File: config.mk
export PLATFORM = sky130hd
export DESIGN_NAME = pc_sequencer
export DESIGN_NICKNAME = d
export VERILOG_FILES = /design/src/rtl/pc_sequencer_pkg.sv /design/src/rtl/pc_sequencer_br_target_calc.sv /design/src/rtl/pc_sequencer.sv
export SDC_FILE = /design/constraint.sdc
export NUM_CORES = 1
export LEC_CHECK = 0
export CORE_UTILIZATION = 52
export CTS_CLUSTER_SIZE = 28
export DETAILED_ROUTE_END_ITERATION = 12
export GPL_TIMING_DRIVEN = 1
export PLACE_DENSITY_LB_ADDON = 0.25
export SYNTH_ARGS = -nofsm -noshare
export SYNTH_HDL_FRONTEND = slang
export SYNTH_SLANG_ARGS = --single-unit
File: constraint.sdc
create_clock -name clk -period 9.3 [get_ports clk]
set_input_delay 1.86 -clock clk [delete_from_list [all_inputs] [get_ports clk]]
set_output_delay 1.86 -clock clk [all_outputs]
set_load 0.02 [all_outputs]
File: src/rtl/pc_sequencer_pkg.sv
// pc_sequencer_pkg
// Shared definitions for the fetch-PC sequencer:
//   - br_kind encodings: conditional branch, jump imm26, jump register
//   - cond_sel bit positions inside the one-hot {bnez, bgtz, beq} field
//   - the default reset fetch address
//   - FSM state type
package pc_sequencer_pkg;

  localparam logic [2:0] BR_KIND_COND = 3'b001;
  localparam logic [2:0] BR_KIND_JIMM = 3'b010;
  localparam logic [2:0] BR_KIND_JREG = 3'b100;

  localparam int COND_BEQ  = 0;
  localparam int COND_BGTZ = 1;
  localparam int COND_BNEZ = 2;

  localparam logic [31:0] RESET_PC_DEFAULT = 32'h0000_3000;

  typedef enum logic {
    ST_RUN  = 1'b0,
    ST_PEND = 1'b1
  } seq_state_t;

endpackage

File: src/rtl/pc_sequencer_br_target_calc.sv
// br_target_calc
// Combinational branch resolution: decides whether a redirect request is
// taken and computes its target address.
// Ports:
//   br_kind   [2:0]  request kind (cond / jump imm26 / jump register)
//   cond_sel  [2:0]  one-hot {bnez, bgtz, beq}, only meaningful for cond
//   zero, gtz        ALU flags
//   br_pc     [31:0] PC of the branch instruction
//   ext_imm32 [31:0] sign-extended word offset for conditional branches
//   rs_val    [31:0] register target for jump register
//   imm26     [25:0] jump immediate
//   taken            request redirects fetch
//   target    [31:0] redirect address (0 when not a redirect kind)
module br_target_calc
  import pc_sequencer_pkg::*;
(
  input  logic [2:0]  br_kind,
  input  logic [2:0]  cond_sel,
  input  logic        zero,
  input  logic        gtz,
  input  logic [31:0] br_pc,
  input  logic [31:0] ext_imm32,
  input  logic [31:0] rs_val,
  input  logic [25:0] imm26,
  output logic        taken,
  output logic [31:0] target
);

  logic cond_true;

  assign cond_true = (cond_sel[COND_BEQ]  &  zero) |
                     (cond_sel[COND_BGTZ] &  gtz)  |
                     (cond_sel[COND_BNEZ] & ~zero);

  always_comb begin
    taken  = 1'b0;
    target = '0;
    case (br_kind)
      BR_KIND_COND: begin
        taken  = cond_true;
        // Offset is a word count; the sum wraps naturally at 32 bits.
        target = br_pc + 32'd4 + (ext_imm32 << 2);
      end
      BR_KIND_JIMM: begin
        taken  = 1'b1;
        target = {br_pc[31:28], imm26, 2'b00};
      end
      BR_KIND_JREG: begin
        taken  = 1'b1;
        target = rs_val;
      end
      default: begin
        taken  = 1'b0;
        target = '0;
      end
    endcase
  end

endmodule

File: src/rtl/pc_sequencer.sv
// pc_sequencer
// Fetch PC sequencer with a one-entry pending redirect used while fetch is
// stalled.
// Build option: macro DELAY_SLOT_EN selects one architectural delay slot
// (flush tied low, link address br_pc+8). Without it, flush pulses after
// every accepted taken redirect and the link address is br_pc+4.
// Ports:
//   clk, reset               clock, synchronous active-high reset
//   stall                    hold fetch PC this cycle
//   br_valid / br_ready      redirect request handshake
//   br_kind, cond_sel        request kind and condition select
//   zero, gtz                ALU flags
//   br_link                  taken request writes a return address
//   br_pc, ext_imm32, rs_val, imm26   request operands
//   pc, pc4                  fetch address and fetch address + 4
//   flush                    kill the wrong-path fetch
//   link_we, link_addr       return-address write
//   redirect_cnt             count of accepted taken redirects
//
// state | meaning
// RUN   | normal fetch; requests accepted
// PEND  | taken redirect held in pend_target until stall drops
module pc_sequencer
  import pc_sequencer_pkg::*;
#(
  parameter logic [31:0] RESET_PC = RESET_PC_DEFAULT
) (
  input  logic        clk,
  input  logic        reset,
  input  logic        stall,
  input  logic        br_valid,
  output logic        br_ready,
  input  logic [2:0]  br_kind,
  input  logic [2:0]  cond_sel,
  input  logic        zero,
  input  logic        gtz,
  input  logic        br_link,
  input  logic [31:0] br_pc,
  input  logic [31:0] ext_imm32,
  input  logic [31:0] rs_val,
  input  logic [25:0] imm26,
  output logic [31:0] pc,
  output logic [31:0] pc4,
  output logic        flush,
  output logic        link_we,
  output logic [31:0] link_addr,
  output logic [31:0] redirect_cnt
);

`ifdef DELAY_SLOT_EN
  localparam logic [31:0] LINK_OFS = 32'd8;
`else
  localparam logic [31:0] LINK_OFS = 32'd4;
`endif

  seq_state_t  state;
  logic [31:0] pend_target;
  logic        calc_taken;
  logic [31:0] calc_target;
  logic        take;

  br_target_calc u_calc (
    .br_kind   (br_kind),
    .cond_sel  (cond_sel),
    .zero      (zero),
    .gtz       (gtz),
    .br_pc     (br_pc),
    .ext_imm32 (ext_imm32),
    .rs_val    (rs_val),
    .imm26     (imm26),
    .taken     (calc_taken),
    .target    (calc_target)
  );

  assign br_ready = (state == ST_RUN);
  assign take     = br_valid & br_ready & calc_taken;
  assign pc4      = pc + 32'd4;

  always_ff @(posedge clk) begin
    if (reset) begin
      state        <= ST_RUN;
      pc           <= RESET_PC;
      pend_target  <= '0;
      link_we      <= 1'b0;
      link_addr    <= '0;
      redirect_cnt <= '0;
    end else begin
      link_we <= take & br_link;
      if (take) begin
        redirect_cnt <= redirect_cnt + 32'd1;
        if (br_link) link_addr <= br_pc + LINK_OFS;
      end
      case (state)
        ST_RUN: begin
          if (!stall) begin
            pc <= take ? calc_target : pc4;
          end else if (take) begin
            pend_target <= calc_target;
            state       <= ST_PEND;
          end
        end
        ST_PEND: begin
          if (!stall) begin
            pc    <= pend_target;
            state <= ST_RUN;
          end
        end
        default: state <= ST_RUN;
      endcase
    end
  end

`ifdef DELAY_SLOT_EN
  assign flush = 1'b0;
`else
  always_ff @(posedge clk) begin
    if (reset) flush <= 1'b0;
    else       flush <= take;
  end
`endif

endmodule

Word level (Yosys, flattened, before mapping)

Cells that the tools add are included.

Input port bits: 135
Logic and storage cells: 40
Output and inout bits: 131
Bits in registers: 131

Eq/ne operators: 5
Reductions and logical operators: 4
Bitwise logic cells: 10
Multiplexer cells: 10
Add/sub/neg operators: 4

Operators with widths:

| cell                                                            | number |
|---|---|
| 32-bit two-way mux                                              | 3 |
| 32-bit one-hot mux with 3 select lines                          | 1 |
| 32-bit by 3-bit adder with 32-bit output, second input constant | 2 |
| 32-bit one-hot mux with 2 select lines                          | 1 |
| 32-bit by 1-bit adder with 32-bit output, second input constant | 1 |
| 32-bit adder                                                    | 1 |
| 1-bit AND                                                       | 6 |
| 2-bit != test, second input constant                            | 2 |
| 1-bit one-hot mux with 2 select lines                           | 2 |
| 2-bit AND reduction                                             | 2 |
| 3-bit by 1-bit == test with 1-bit output, second input constant | 1 |
| 3-bit by 2-bit == test with 1-bit output, second input constant | 1 |
| 3-bit == test, second input constant                            | 1 |
| 1-bit two-way mux                                               | 3 |
| 3-bit AND reduction                                             | 1 |
| 1-bit inverter                                                  | 2 |
| 1-bit bitwise OR                                                | 2 |
| 2-bit OR reduction                                              | 1 |

Logic depth before layout (Yosys ltp)

Word-level depth: 8
Depth in mapped cells: 19
Depth with buffers taken out: 19

Cells and area by module

From an unflattened synthesis, not the netlist that was laid out.

Cells, all modules: 1220
Area total of the unflattened synthesis: 9431.5 sq um

By module, submodules not included:

| module         | instances | cells each | sequential area each (sq um) | area each (sq um) |
|---|---|---|---|---|
| pc_sequencer   | 1         | 847        | 2622.5                       | 6801.5 |
| br_target_calc | 1         | 373        | 0.0                          | 2630.0 |

Worst setup path after synthesis

OpenSTA, ideal clock, no wires.

Path type: in2reg
Start point: input port br_pc[2]
End point: register pend_target[25]
Slack: 4.304 ns
Cell stages on the path: 18
Arrival time: 4.858 ns
Cell sequence: ha_1 -> nand2_1 -> nor2_1 -> and2_1 -> and3_1 -> nand3_1 -> xnor2_1 -> ha_1 -> a21oi_1 -> o21ai_0 -> nor3_1 -> nand3_1 -> o221a_2 -> a211oi_2 -> o21ai_1 -> xor2_1 -> a222oi_1 -> a211oi_1

Longest elaborated chain between the ends: 3

RTL lines:

| element                                  | RTL line                          | RTL |
|---|---|---|
| from (decl)                              | pc_sequencer.sv:38                | `input logic [31:0] br_pc,` |
| 32-bit by 3-bit adder with 32-bit output | pc_sequencer_br_target_calc.sv:42 | `target = br_pc + 32'd4 + (ext_imm32 << 2);` |
| 32-bit adder                             | pc_sequencer_br_target_calc.sv:42 |  |
| 32-bit one-hot mux with 3 select lines   | pc_sequencer_br_target_calc.sv:38 | `case (br_kind)` |
| to (signal assigned)                     | pc_sequencer.sv:98                | `pend_target <= calc_target;` |
| to (decl)                                | pc_sequencer.sv:57                | `logic [31:0] pend_target;` |

Every way passes these cells.
A chain may end at the register's enable or synchronous reset.

Worst setup path in the final report

Same ends and word-level chain as after synthesis.

==> qor.yml <==
gr-total-overflow: 0
seqPwrFrac_pct: 35.9
crit_fanout: 7
syn2layout_area_growth_pct: 37.4
power_density_nw_per_um2: 142
start_util_pct: 54.0
slew_headroom_pct: 19.2
leakage_uw: 0.00439
async_flop_share_pct: 0
finalSetupTns_ns: 0
yosys_warnings: 0
dp_hpwl_microns: 20500
cts.sinks: 131
routed_via_density: 5.87
track_usage_pct: 31.4
worst_slew_pin_slew_ns: 1.21
dieArea_sq_um: 17200
p_sw_uw: 553
drt-wirelength-per-cell_microns: 17.6
mostFrequentLayoutCell: "clkdlybuf4s50_1"
ys_ff_latch: 131
cts_hold_buf: 0
critPathTopFamily: "compound AO/OA/AOI/OAI gates"
drive_gt1_share_pct: 5.90
clock_path_buffers: 2
required_ns: 9.56
postCtsSetupRepairBufs: 0
hold_path_class: "flip-flop to flip-flop"
synth.top_cells.by_area: "dfxtp_1 30%, a21oi_1 6.2%, nor2_1 6.0%, nand2_1 5.9%, ha_1 5.3%"
hold_ws_ns: 0.452
period_needed_ns: 6.11
pwr-share-comb_pct: 24.9
place_ws_ns: 2.94
grt_pass1_wl_microns: 43700
antenna_found_initial: 2
die_h_microns: 131
tritoncts.num_buffers: 17
crit_chain: "clkdlybuf4s50_1, ha_1, nand2_1, nor2_1, and2_1, and3_1, nand3_1, xnor2_1, ha_1, a21oi_1, o21ai_0, nor3_1, nand3_1, o221a_2, a211oi_2, o21ai_1, xor2_1, a222oi_1, a211oi_1"
period_share_pct: 65.7
clk_latency_ns: 0.43
synth_cell_types: 81
vias: 9227
seq_area_frac_synth_pct: 30.2
fmax_mhz: 164
clkPwrFrac_pct: 39.2
path_buf_inv: 1
cp_slowest_cell: "clkdlybuf4s50_1"
rsz0062_at_grt: "false"
ys.flop_type: "dfxtp_1"
totalWireLength_microns: 27700
yosys.area.top_type: "dfxtp_1"
numPlacedInstances: 1539
synth_top_area_share_pct: 30.2
synth-edff-count: 0
p_int_uw: 1140
boundaryPins: 266
h-tree-depth: 4
timing_worst_setup_path_type: "primary input to flip-flop"
core-area_sq_um: 16100
first_pass_iters: 6
syn_area_sq_um: 8670
status: "complete, no violations"
endpoint_kind: "flip-flop"
cts_root_buffer: "clkbuf_16"
drcViolationCount: 0
synth_area_per_cell_sq_um: 7.73
num_rows: 46
io_buffer_count: 263
arrival_ns: 6.37
grt_pass1_vias: 8543
setup_viol: 0
final_core_util_pct: 74.2
cap_violations: 0
dieWidth_microns: 131
slowest_delay_ns: 0.60
grt_max_degree: 75
drt_iter0_drc: 778
fin_ws_ns: 3.19
ir_worst_vdd_v: 0.000140
place.gp.congestion: 0.906
nets: 1515
final_hold_viol_count: 0
fin_cells: 1572
swShare_pct: 32.7
syn_inst: 1121
drv_slew: 0
final_cell_mix: "261 x clkdlybuf4s50_1, 139 x nor2_1, 136 x nand2_1"
cts_resized: 0
syn_nets: 1294
cts_tree: "yes"
clk_pin_slew_ns: 0.07
final_antenna_net_count: 0
worst_clock_skew_ns: 0.00772
critPathLaunchType: "primary input"
[synthesized netlist by cell type (all sizes together), types with 2 or more instances]
library cell / count
or3: 19
a22o: 4
o32ai: 2
o21a: 3
a311oi: 2
a21o: 17
buf: 16
xor2: 47
a31oi: 10
o22ai: 7
o211a: 3
clkbuf: 53
inv: 24
o2111ai: 2
a21oi: 107
o31ai: 5
a222oi: 12
o211ai: 8
a221oi: 7
a211oi: 50
dfxtp: 131
and2: 10
a31o: 2
nand2b: 9
ha: 37
nand3: 37
and3: 24
xnor2: 55
nor2: 142
a211o: 5
nor3b: 2
and4: 3
mux2i: 2
nor4: 5
o21ai: 39
nand4: 20
nand3b: 2
nor3: 21
o21bai: 3
nand2: 137
nor2b: 11
a22oi: 13
[power by group through the flow]
stage	logic (uW)	clock network, uW	registers (uW)
floorplan	230	0	632
global placement	406	0	617
detailed placement	412	0	617
CTS	417	666	605
global route	452	690	608
finish	421	662	605
[final cells by class]
type | count | area (sq um)
Multi-Input combinational cell | 896 | 5660
Fill cell | 1235 | 4140
Timing Repair Buffer | 272 | 2690
Sequential cell | 131 | 2620
Clock buffer | 17 | 425
Tap cell | 216 | 270
Clock inverter | 15 | 155
Inverter | 24 | 90.1
Antenna cell | 1 | 2.50
[state kept, by name, summed over array words and instances (netlist names)]
name          count
flush             1
redirect_cnt     32
pc               32
link_we           1
state             1
pend_target      32
link_addr        32
[worst min-delay path, delay by kind of cell, from the launching register on]
family             cells  cell delay (ns)
and+or+nand+nor        1             0.05
DFF                    1             0.31
AOI/OAI and AO/OA      1             0.05
[worst paths after layout]
check | end | depth (start not counted) | slack, ns | start
min reg2reg | link_addr[6] | 2 | 0.45 | link_addr[6]
max | pend_target[25] | 19 | 3.19 | br_pc[2]
min | link_addr[6] | 2 | 0.45 | link_addr[6]
max reg2reg | link_addr[8] | 6 | 6.40 | state
[per-layer routing]
layer  GRT usage, %  routed length, microns  up-vias
met5              0                      13        -
met4           13.7                     928        2
met3           7.02                    2070       65
met2           49.9                   12600      404
met1           40.6                   12100     4289
li1               -                       -     4467
[logic make-up after synthesis]
group	count (synthesis)	share of synthesized area (%)
muxes	3	0.361
AOI/OAI and AO/OA	309	24.2
xor gates and xnor gates	102	10.6
buffers and inverters	94	4.52
and+or+nand+nor	444	24.6
DFF	131	30.2
adders and majority gates	38	5.57
[through the flow]
step | area [sq um] | power, uW
after floorplan | 8670 | 862
after global placement | 11300 | 1020
after detailed placement | 11300 | 1030
after CTS | 11900 | 1690
after global routing | 11900 | 1750
final | 11900 | 1690
Note: power is estimated with default switching activity, not from simulation.
==> RTL edit, RTL diff (same settings) <==
Add a define of `DELAY_SLOT_EN`.
--- a/src/rtl/pc_sequencer.sv
+++ b/src/rtl/pc_sequencer.sv
@@ -20,6 +20,8 @@
 // state | meaning
 // RUN   | normal fetch; requests accepted
 // PEND  | taken redirect held in pend_target until stall drops
+`define DELAY_SLOT_EN
+
 module pc_sequencer
   import pc_sequencer_pkg::*;
 #(
Function: changed (a bounded check fails within 4 cycles, from zero or initial values and one cycle with reset high).
==> RTL edit against the unedited design <==
  * Non-clock buffer count is 2 higher
  * Critical endpoint is now pc[27]$_SDFFE_PP0P_
  * Die area up 2.0%
  * Routed wire length up 6.5%
  * Total power rose by 5.6%
  * Area after synthesis rose by 2.0%
  * Final area increased by 1.9%
  * Setup slack better by 1000 ps
  * Sequential cell count fell by 1
  * Worst hold slack improved by 4.9 ps
  * Maximum frequency up 20%
==> RTL edit: results (changes against the unedited design) <==
metric	value	unit	change
gp_congestion	0.944		+4.2%
hpwl	21600	um	+5.3%
min_from	pend_target[0]$_SDFFE_PP0P_		
met2_usage	0.569		+0.0696
seq_area	0.00260	mm^2	-0.76%
grt_use_met3	0.0552		-0.0150
max_slew_margin	0.204		+0.0122
yosysTopAreaCellShare	0.294		-0.00834
clock_path_buffers	2		unchanged
grt_overflow	0		unchanged
rrSetupSlack	6460	ps	+60 ps
dp_cells	1540		+0.065%
syn_nets	1317		+1.8%
grt_pass1_wl	46800	um	+7.1%
n_fill_cell	1334		+8.0%
irDropWorstVdd	0.130	mV	-6.8%
reg2regPathDepth	7		+1
synth_common_cells	nor2_1, dfxtp_1, nand2_1		
min_period	5110	ps	-1000 ps
antenna_found_initial	0		-2
ys_top_cells_by_area	dfxtp_1, ha_1, nor2_1		
portBuffers	262		-0.38%
grt_pass1_vias	9088		+6.4%
min_to	pend_target[0]$_SDFFE_PP0P_		
p_leak	4.64	nW	+5.6%
drt-pass1-iter-count	5		-1
diodes	0		-1
totalWireLength	29500	um	+6.5%
crit_path_start	br_pc[3]		
post_drt_wl_per_cell	18.8	um	+6.5%
cp_max_fo	5		-2
grt_usage	0.335		+0.0208
drtIter0Drc	969		+25%
layout-drive-gt1-share	0.0488		-0.0102
synth_cell_types	66		-19%
numCtsBuffers	17		unchanged
fin_skew	8.79	ps	+1.07 ps
clk_pin_slew	70	ps	about the same
placed_area	0.0115	mm^2	+1.8%
preCtsSetupSlack	3820	ps	+875 ps
syn-mean-instance-area	7.89	um^2	+2.0%
critPathCapture	pc[27]$_SDFFE_PP0P_		
seq_area_frac_synth	0.294		-0.00834
cp.arrival	5440	ps	-930 ps
grt_util_met1	0.405		-0.00195
hold_ws	457	ps	+4.87 ps
grt_max_degree	61		-19%
vias	9633		+4.4%
status	completed		
reg2reg_to	link_addr[15]$_SDFFE_PP0P_		
synthFlopType	dfxtp_1		
[RTL edit: cell count changes after synthesis, sizes merged, moves of 9 or more]
cell    unedited run  this run
or3               19         9
ha                37        60
nand2            137        94
a221oi             7        19
nor2             142       152
a21oi            107        77
a22oi             13        22
nand3             37        46
a222oi            12         0
o21ai             39        67
xnor2             55        46
[RTL edit: final cells by class]
type / count / share of cell area
Multi-Input combinational cell: 897 / 0.484
Timing Repair Buffer: 274 / 0.223
Sequential cell: 130 / 0.214
Clock buffer: 18 / 0.0362
Tap cell: 220 / 0.0227
Clock inverter: 14 / 0.0138
Inverter: 19 / 0.00588
[RTL edit: kinds of logic (layout without fill, tap and decap cells)]
| logic type | Yosys count | count (layout) | synth area share |
|---|---|---|---|
| simple gates | 401 | 401 | 0.210 |
| compound gates | 333 | 333 | 0.263 |
| flops | 130 | 130 | 0.294 |
| xor+xnor | 98 | 98 | 0.0970 |
| buf+inv | 94 | 325 | 0.0444 |
| fa+ha+maj | 61 | 61 | 0.0871 |
| mux | 3 | 3 | 0.00368 |
| other cells | 1 | 1 | 0.000424 |
[RTL edit: layer usage]
metal  share of wire  vias to the layer above
met5               0                        -
met4           0.048                        0
met3           0.074                       96
met2            0.48                      514
met1            0.40                     4473
li1                -                     4550
[RTL edit: power by group]
part           switching (mW)  internal [mW]  leakage, nW
Sequential             0.0224          0.582         1.06
Combinational           0.267          0.212         3.29
Clock                   0.288          0.410        0.292
Total                   0.578           1.20         4.64
[RTL edit: worst max-delay path, stage by stage]
cell	delay (ps)
clkdlybuf4s50_1	520
ha_1	350
ha_1	230
fa_1	400
a21o_1	230
a311oi_2	360
nor3_1	120
nand3b_4	190
a21o_1	240
or4_1	440
a41oi_2	280
o21ai_1	90
o211a_1	110
